===== config.mk =====
export PLATFORM = sky130hd
export DESIGN_NAME = instr_mem_loader_flat
export DESIGN_NICKNAME = d
export VERILOG_FILES = /design/src/rtl/loader_pkg.sv /design/src/rtl/instr_mem_loader_if.sv /design/src/rtl/instr_mem_loader_word_assembler.sv /design/src/rtl/instr_mem_loader.sv /design/src/flat_wrapper.sv
export SDC_FILE = /design/constraint.sdc
export NUM_CORES = 1
export LEC_CHECK = 0
export CORE_MARGIN = 2
export CORE_UTILIZATION = 30
export CTS_CLUSTER_DIAMETER = 150
export CTS_CLUSTER_SIZE = 24
export DETAILED_ROUTE_END_ITERATION = 10
export PLACE_DENSITY_LB_ADDON = 0.15
export SYNTH_ARGS = -nofsm -noshare
export SYNTH_HDL_FRONTEND = slang
export SYNTH_SLANG_ARGS = --single-unit

===== constraint.sdc =====
create_clock -name clk -period 8.1 [get_ports clk]
set_input_delay 1.62 -clock clk [delete_from_list [all_inputs] [get_ports clk]]
set_output_delay 1.62 -clock clk [all_outputs]
set_load 0.02 [all_outputs]

===== src/rtl/loader_pkg.sv =====
// Shared types and constants for the boot-time instruction memory loader.
`default_nettype none

package loader_pkg;

  typedef enum logic [2:0] {
    ST_HDR    = 3'd0,
    ST_DATA   = 3'd1,
    ST_FINISH = 3'd2,
    ST_DONE   = 3'd3,
    ST_ERR    = 3'd4
  } state_e;

  localparam int HDR_BITS       = 32;
  localparam int BYTES_PER_WORD = 4;

endpackage

`default_nettype wire


===== src/rtl/instr_mem_loader_if.sv =====
// Byte-stream input handshake plus instruction-memory write port.
`default_nettype none

interface instr_mem_loader_if;

  logic        in_valid;
  logic [7:0]  in_byte;
  logic        in_ready;
  logic        mem_we;
  logic [31:0] mem_addr;
  logic [31:0] mem_wdata;

  modport master (
    output in_valid, in_byte,
    input  in_ready, mem_we, mem_addr, mem_wdata
  );

  modport slave (
    input  in_valid, in_byte,
    output in_ready, mem_we, mem_addr, mem_wdata
  );

endinterface

`default_nettype wire


===== src/rtl/instr_mem_loader_word_assembler.sv =====
// Packs accepted bytes MSB-first into 32-bit words; flags the 4th byte of each word.
`default_nettype none

module word_assembler
  import loader_pkg::*;
(
  input  logic                clk,
  input  logic                reset,
  input  logic                byte_strobe,
  input  logic [7:0]          byte_in,
  input  logic                clear,
  output logic [HDR_BITS-1:0] word,
  output logic                word_complete
);

  localparam int ASM_BITS = HDR_BITS - 8;

  logic [1:0]          idx_q, idx_d;
  logic [ASM_BITS-1:0] asm_q, asm_d;

  always_comb begin
    idx_d = idx_q;
    asm_d = asm_q;
    if (clear) begin
      idx_d = '0;
      asm_d = '0;
    end else if (byte_strobe) begin
      idx_d = idx_q + 2'd1;
      asm_d = {asm_q[ASM_BITS-9:0], byte_in};
    end
  end

  always_ff @(posedge clk or posedge reset) begin
    if (reset) begin
      idx_q <= '0;
      asm_q <= '0;
    end else begin
      idx_q <= idx_d;
      asm_q <= asm_d;
    end
  end

  // The word includes the byte arriving this cycle, so the consumer can latch it
  // on the same edge that accepts the final byte.
  assign word          = {asm_q, byte_in};
  assign word_complete = byte_strobe && (idx_q == 2'(BYTES_PER_WORD - 1));

endmodule

`default_nettype wire


===== src/rtl/instr_mem_loader.sv =====
// Boot loader: parses a length-prefixed big-endian byte stream into instruction
// memory writes and holds the core in reset until the image is complete.
`default_nettype none

module instr_mem_loader
  import loader_pkg::*;
#(
  parameter int          DEPTH_WORDS = 256,
  parameter logic [31:0] BASE_ADDR   = 32'h0000_0000
) (
  input  logic                clk,
  input  logic                reset,
  input  logic                start,
  instr_mem_loader_if.slave   bus,
  output logic                cpu_hold,
  output logic                done,
  output logic                error
);

  state_e      state_q, state_d;
  logic [31:0] n_q, n_d;
  logic [31:0] k_q, k_d;
  logic        mem_we_q, mem_we_d;
  logic [31:0] mem_addr_q, mem_addr_d;
  logic [31:0] mem_wdata_q, mem_wdata_d;
  logic        cpu_hold_q, cpu_hold_d;
  logic        done_q, done_d;
  logic        error_q, error_d;
  logic        clear_d;

  logic                in_ready_w;
  logic                byte_strobe_w;
  logic [HDR_BITS-1:0] word_w;
  logic                word_complete_w;

  assign in_ready_w    = !reset && ((state_q == ST_HDR) || (state_q == ST_DATA));
  assign byte_strobe_w = bus.in_valid && in_ready_w;

  word_assembler u_asm (
    .clk           (clk),
    .reset         (reset),
    .byte_strobe   (byte_strobe_w),
    .byte_in       (bus.in_byte),
    .clear         (clear_d),
    .word          (word_w),
    .word_complete (word_complete_w)
  );

  always_comb begin
    state_d     = state_q;
    n_d         = n_q;
    k_d         = k_q;
    mem_we_d    = 1'b0;
    mem_addr_d  = mem_addr_q;
    mem_wdata_d = mem_wdata_q;
    cpu_hold_d  = cpu_hold_q;
    done_d      = done_q;
    error_d     = error_q;
    clear_d     = 1'b0;
    case (state_q)
      ST_HDR: begin
        if (word_complete_w) begin
          n_d = word_w;
          k_d = '0;
          if (word_w == '0) begin
            state_d    = ST_DONE;
            done_d     = 1'b1;
            cpu_hold_d = 1'b0;
          end else if (word_w > 32'(DEPTH_WORDS)) begin
            state_d = ST_ERR;
            error_d = 1'b1;
          end else begin
            state_d = ST_DATA;
          end
        end
      end
      ST_DATA: begin
        if (word_complete_w) begin
          mem_we_d    = 1'b1;
          mem_addr_d  = BASE_ADDR + {k_q[29:0], 2'b00};
          mem_wdata_d = word_w;
          k_d         = k_q + 32'd1;
          if (k_q == n_q - 32'd1) state_d = ST_FINISH;
        end
      end
      ST_FINISH: begin
        state_d    = ST_DONE;
        done_d     = 1'b1;
        cpu_hold_d = 1'b0;
      end
      ST_DONE, ST_ERR: begin
        if (start) begin
          state_d    = ST_HDR;
          k_d        = '0;
          cpu_hold_d = 1'b1;
          done_d     = 1'b0;
          error_d    = 1'b0;
          clear_d    = 1'b1;
        end
      end
      default: state_d = ST_HDR;
    endcase
  end

  always_ff @(posedge clk or posedge reset) begin
    if (reset) begin
      state_q     <= ST_HDR;
      n_q         <= '0;
      k_q         <= '0;
      mem_we_q    <= 1'b0;
      mem_addr_q  <= BASE_ADDR;
      mem_wdata_q <= '0;
      cpu_hold_q  <= 1'b1;
      done_q      <= 1'b0;
      error_q     <= 1'b0;
    end else begin
      state_q     <= state_d;
      n_q         <= n_d;
      k_q         <= k_d;
      mem_we_q    <= mem_we_d;
      mem_addr_q  <= mem_addr_d;
      mem_wdata_q <= mem_wdata_d;
      cpu_hold_q  <= cpu_hold_d;
      done_q      <= done_d;
      error_q     <= error_d;
    end
  end

  assign bus.in_ready  = in_ready_w;
  assign bus.mem_we    = mem_we_q;
  assign bus.mem_addr  = mem_addr_q;
  assign bus.mem_wdata = mem_wdata_q;
  assign cpu_hold      = cpu_hold_q;
  assign done          = done_q;
  assign error         = error_q;

endmodule

`default_nettype wire


===== src/flat_wrapper.sv =====
// flat-port wrapper written by rule: the top's interface ports become plain ports
module instr_mem_loader_flat import loader_pkg::*;
#(
  parameter int          DEPTH_WORDS = 256,
  parameter logic [31:0] BASE_ADDR   = 32'h0000_0000
)
  (clk, reset, start, cpu_hold, done, error, bus_in_valid, bus_in_byte, bus_in_ready, bus_mem_we, bus_mem_addr, bus_mem_wdata);
  instr_mem_loader_if bus_i ();
  input  logic clk;
  input  logic reset;
  input  logic start;
  output logic cpu_hold;
  output logic done;
  output logic error;
  input wire logic [$bits(bus_i.in_valid)-1:0] bus_in_valid;
  input wire logic [$bits(bus_i.in_byte)-1:0] bus_in_byte;
  output wire logic [$bits(bus_i.in_ready)-1:0] bus_in_ready;
  output wire logic [$bits(bus_i.mem_we)-1:0] bus_mem_we;
  output wire logic [$bits(bus_i.mem_addr)-1:0] bus_mem_addr;
  output wire logic [$bits(bus_i.mem_wdata)-1:0] bus_mem_wdata;
  assign bus_i.in_valid = bus_in_valid;
  assign bus_i.in_byte = bus_in_byte;
  assign bus_in_ready = bus_i.in_ready;
  assign bus_mem_we = bus_i.mem_we;
  assign bus_mem_addr = bus_i.mem_addr;
  assign bus_mem_wdata = bus_i.mem_wdata;
  instr_mem_loader #(.DEPTH_WORDS(DEPTH_WORDS), .BASE_ADDR(BASE_ADDR)) u_core (.clk(clk), .reset(reset), .start(start), .bus(bus_i), .cpu_hold(cpu_hold), .done(done), .error(error));
endmodule

==> metrics <==
MaxCap Viol Count=0; Hold Crit Class=flop to flop; I/O Pins=81; post-synthesis cell type count=59; Leak=4.24 nW; clock skew=0.0115 ns; Period minus WS final=4.66 ns; DRC viols=0; layout cells sized above 1=9.61%; Total GRT Usage=15.3%; multi-input logic area=3470 µm²; Worst slew margin=24.0%; router iterations before antenna repair=4; root buffer cell=clkbuf_16; GR Util met1=22.6%; Synth Area in XOR/XNOR=8.41%; placed cell areas=8730 µm²; fin util=37.0%; sequential area share after synthesis=51.7%; Hold Fails Final Rpt=0; CP arrival=3.04 ns; port bufs=78; fin crit share=57.5%; CTS tree=built; htree depth=4; GPL Wtd Cong=0.842; fmax=0.215 GHz; global-route wire length before repair=32,300 µm; Worst-Margin Slew=1.14 ns; Reg power frac=42.1%; met2 usage=22.8%; multiplexer share of the synthesized area=5.34%; Vias=5,853; power density over cell area=324 nW/µm²; setup TNS=0 ns; ANT nets after route=0; Clk pin slew, worst setup/hold paths=0.06 ns; Chip Height=164 µm; Resized Gates After CTS=0; DR iter-0 viols=401; Setup crit end kind=primary output; Post-Syn Area=7700 µm²; count of state elements after synthesis=159; Die Area=27,000 µm²; compound-cell area share of the yosys netlist=5.96%; fin area=9320 µm²; Synth Area in Simple Gates=24.5%; # hold bufs at CTS=0; Clk pwr share=27.0%; Sequential Area=3980 µm²; Post-synth ARST share=100%; Area growth, synth to finish=21.0%; Worst-Skew Late Latency=0.43 ns; Setup-failing EPs final=0; Synth Area in Adders=0.487%; Rows=58; vias in the first global route=5,790; Max Root-Sink Buffers=2; area of the core=25,200 µm²; grt total ovfl=0; clk sinks=159; P_int=1.89 mW; RSZ-0062 raised after global routing=no; Syn Inst Count=826; vias per cell=4.78; largest family of logic cells by synthesized area=simple AND/OR/NAND/NOR gates; commonest non-fill, non-tap cell in the layout=nand2_1; post-CTS setup buffer count=0; met3 Usage GRT=2.73%; Initial Utilization=30.6%; EDFF count, synth=0; largest net degree at the start of global routing=93; run status=complete, no violations; most frequent cells in the layout=nand2_1 (257), dfrtp_1 (158), clkdlybuf4s50_1 (78); Worst Path Max Fanout=3; antenna violations before repair=0; top_reg_cell synth=dfrtp_1; WL/cell=15.8 µm; CP Launch Type=input port; Pins Over Slew Limit=0; Most Crowded Layer GR=met2; peak supply drop=0.130 mV; WP data required=6.48 ns; Diodes inserted=0; Post-DP HPWL=13,000 µm; DRT Wirelength=19,400 µm; Die X=164 µm; Comb power frac=30.9%; fill cell count=2,555; Syn. warnings=0; Num CTS Buffers=17; sw power=1.13 mW; nets@finish=897; syn avg cell area=9.33 µm²; kind of critical path=input port to primary output; Switching Share=37.3%
[worst paths after layout]
check,slack [ns],endpoint,cells past startpoint,start
min reg2reg,0.47,u_core.bus.mem_addr[10]$_DFFE_PP0P_,2,u_core.bus.mem_addr[10]$_DFFE_PP0P_
min,0.47,u_core.bus.mem_addr[10]$_DFFE_PP0P_,2,u_core.bus.mem_addr[10]$_DFFE_PP0P_
max reg2reg,4.58,u_core.k_q[27]$_DFFE_PP0P_,9,u_core.state_q[1]$_DFFE_PP0P_
min in group asynchronous,1.84,u_core.bus.mem_wdata[14]$_DFFE_PP0P_,2,reset
max,3.44,bus_in_ready,3,reset
max in group asynchronous,4.83,u_core.bus.mem_addr[13]$_DFFE_PP0P_,3,reset
[registers in the layout, summed over array words and instances (netlist names), 2 cells and up]
signal	flops
u_core.bus.mem_addr	30
u_core.bus.mem_wdata	32
u_core.k_q	32
u_core.state_q	3
u_core.n_q	32
u_core.u_asm.idx_q	2
u_core.u_asm.asm_q	24
[power by group through the flow]
stage	Clock (mW)	Sequential [mW]	Combinational [mW]
floorplan	0	1.26	0.610
global placement	0	1.28	0.928
detailed placement	0	1.28	0.936
CTS	0.838	1.27	0.943
global route	0.873	1.31	1.03
finish	0.816	1.27	0.932
[logic make-up (layout without fill, tap and decap cells)]
group                    after synthesis  in the layout
AND/OR/NAND/NOR                      414            414
flip-flops                           159            159
AO/OA/AOI/OAI                         77             77
XOR/XNOR                              74             74
buffers and inverters                 61            129
multiplexers                          37             37
adder cells (fa/ha/maj)                3              3
other                                  1              2
[stage by stage]
step	total power, mW	hold slack [ns]	instances	worst slack, ns
final	3.02	0.471	1225	3.44
after detailed placement	2.22	0.462	1193	3.04
after floorplan	1.87	0.479	827	2.19
after CTS	3.05	0.480	1225	3.43
after global routing	3.22	0.499	1225	3.15
after global placement	2.21	0.461	1193	3.09
[metal layers]
metal / wire [µm] / share of wire (%)
met3: 600 / 3.1
met2: 8520 / 44
met1: 9980 / 51
met4: 283 / 1.5
met5: 0 / 0
[layout make-up]
class,count,share of cell area [%]
Clock buffer,17,4.56
Clock inverter,15,1.75
Inverter,15,0.658
Multi-Input combinational cell,607,37.2
Sequential cell,159,42.7
Tap cell,330,4.43
Timing Repair Buffer,82,8.70
[cells in the mapped netlist, types with 3 or more instances]
cell type  instances  area [µm²]
nor4b_1            3        26.3
a211oi_1           4        30.0
or3_1              7        43.8
nand3b_1           3        22.5
mux2_2            33         372
a211o_1            3        26.3
mux2i_1            4        40.0
nor4_1            18         113
o31ai_1            3        22.5
nand3_1           16        80.1
nand2_1          257         965
and4_1             4        35.0
a21oi_1           36         180
dfrtp_1          158        3950
nand4_1           15        93.8
and3_1             6        37.5
ha_1               3        37.5
o21ai_0           15        75.1
nor2_1            46         173
xnor2_1           41         359
or2_2              4        25.0
buf_4              3        22.5
xor2_1            33         289
nor3_1            11        55.1
inv_1             14        52.6
clkbuf_1          38         143
nor2b_1            8        50.1
[critical path, cell delays in order]
cell,delay (ns)
clkdlybuf4s50_1,0.53
nor3_1,0.24
clkdlybuf4s50_1,0.65
Power figures use the tool's default switching activity.
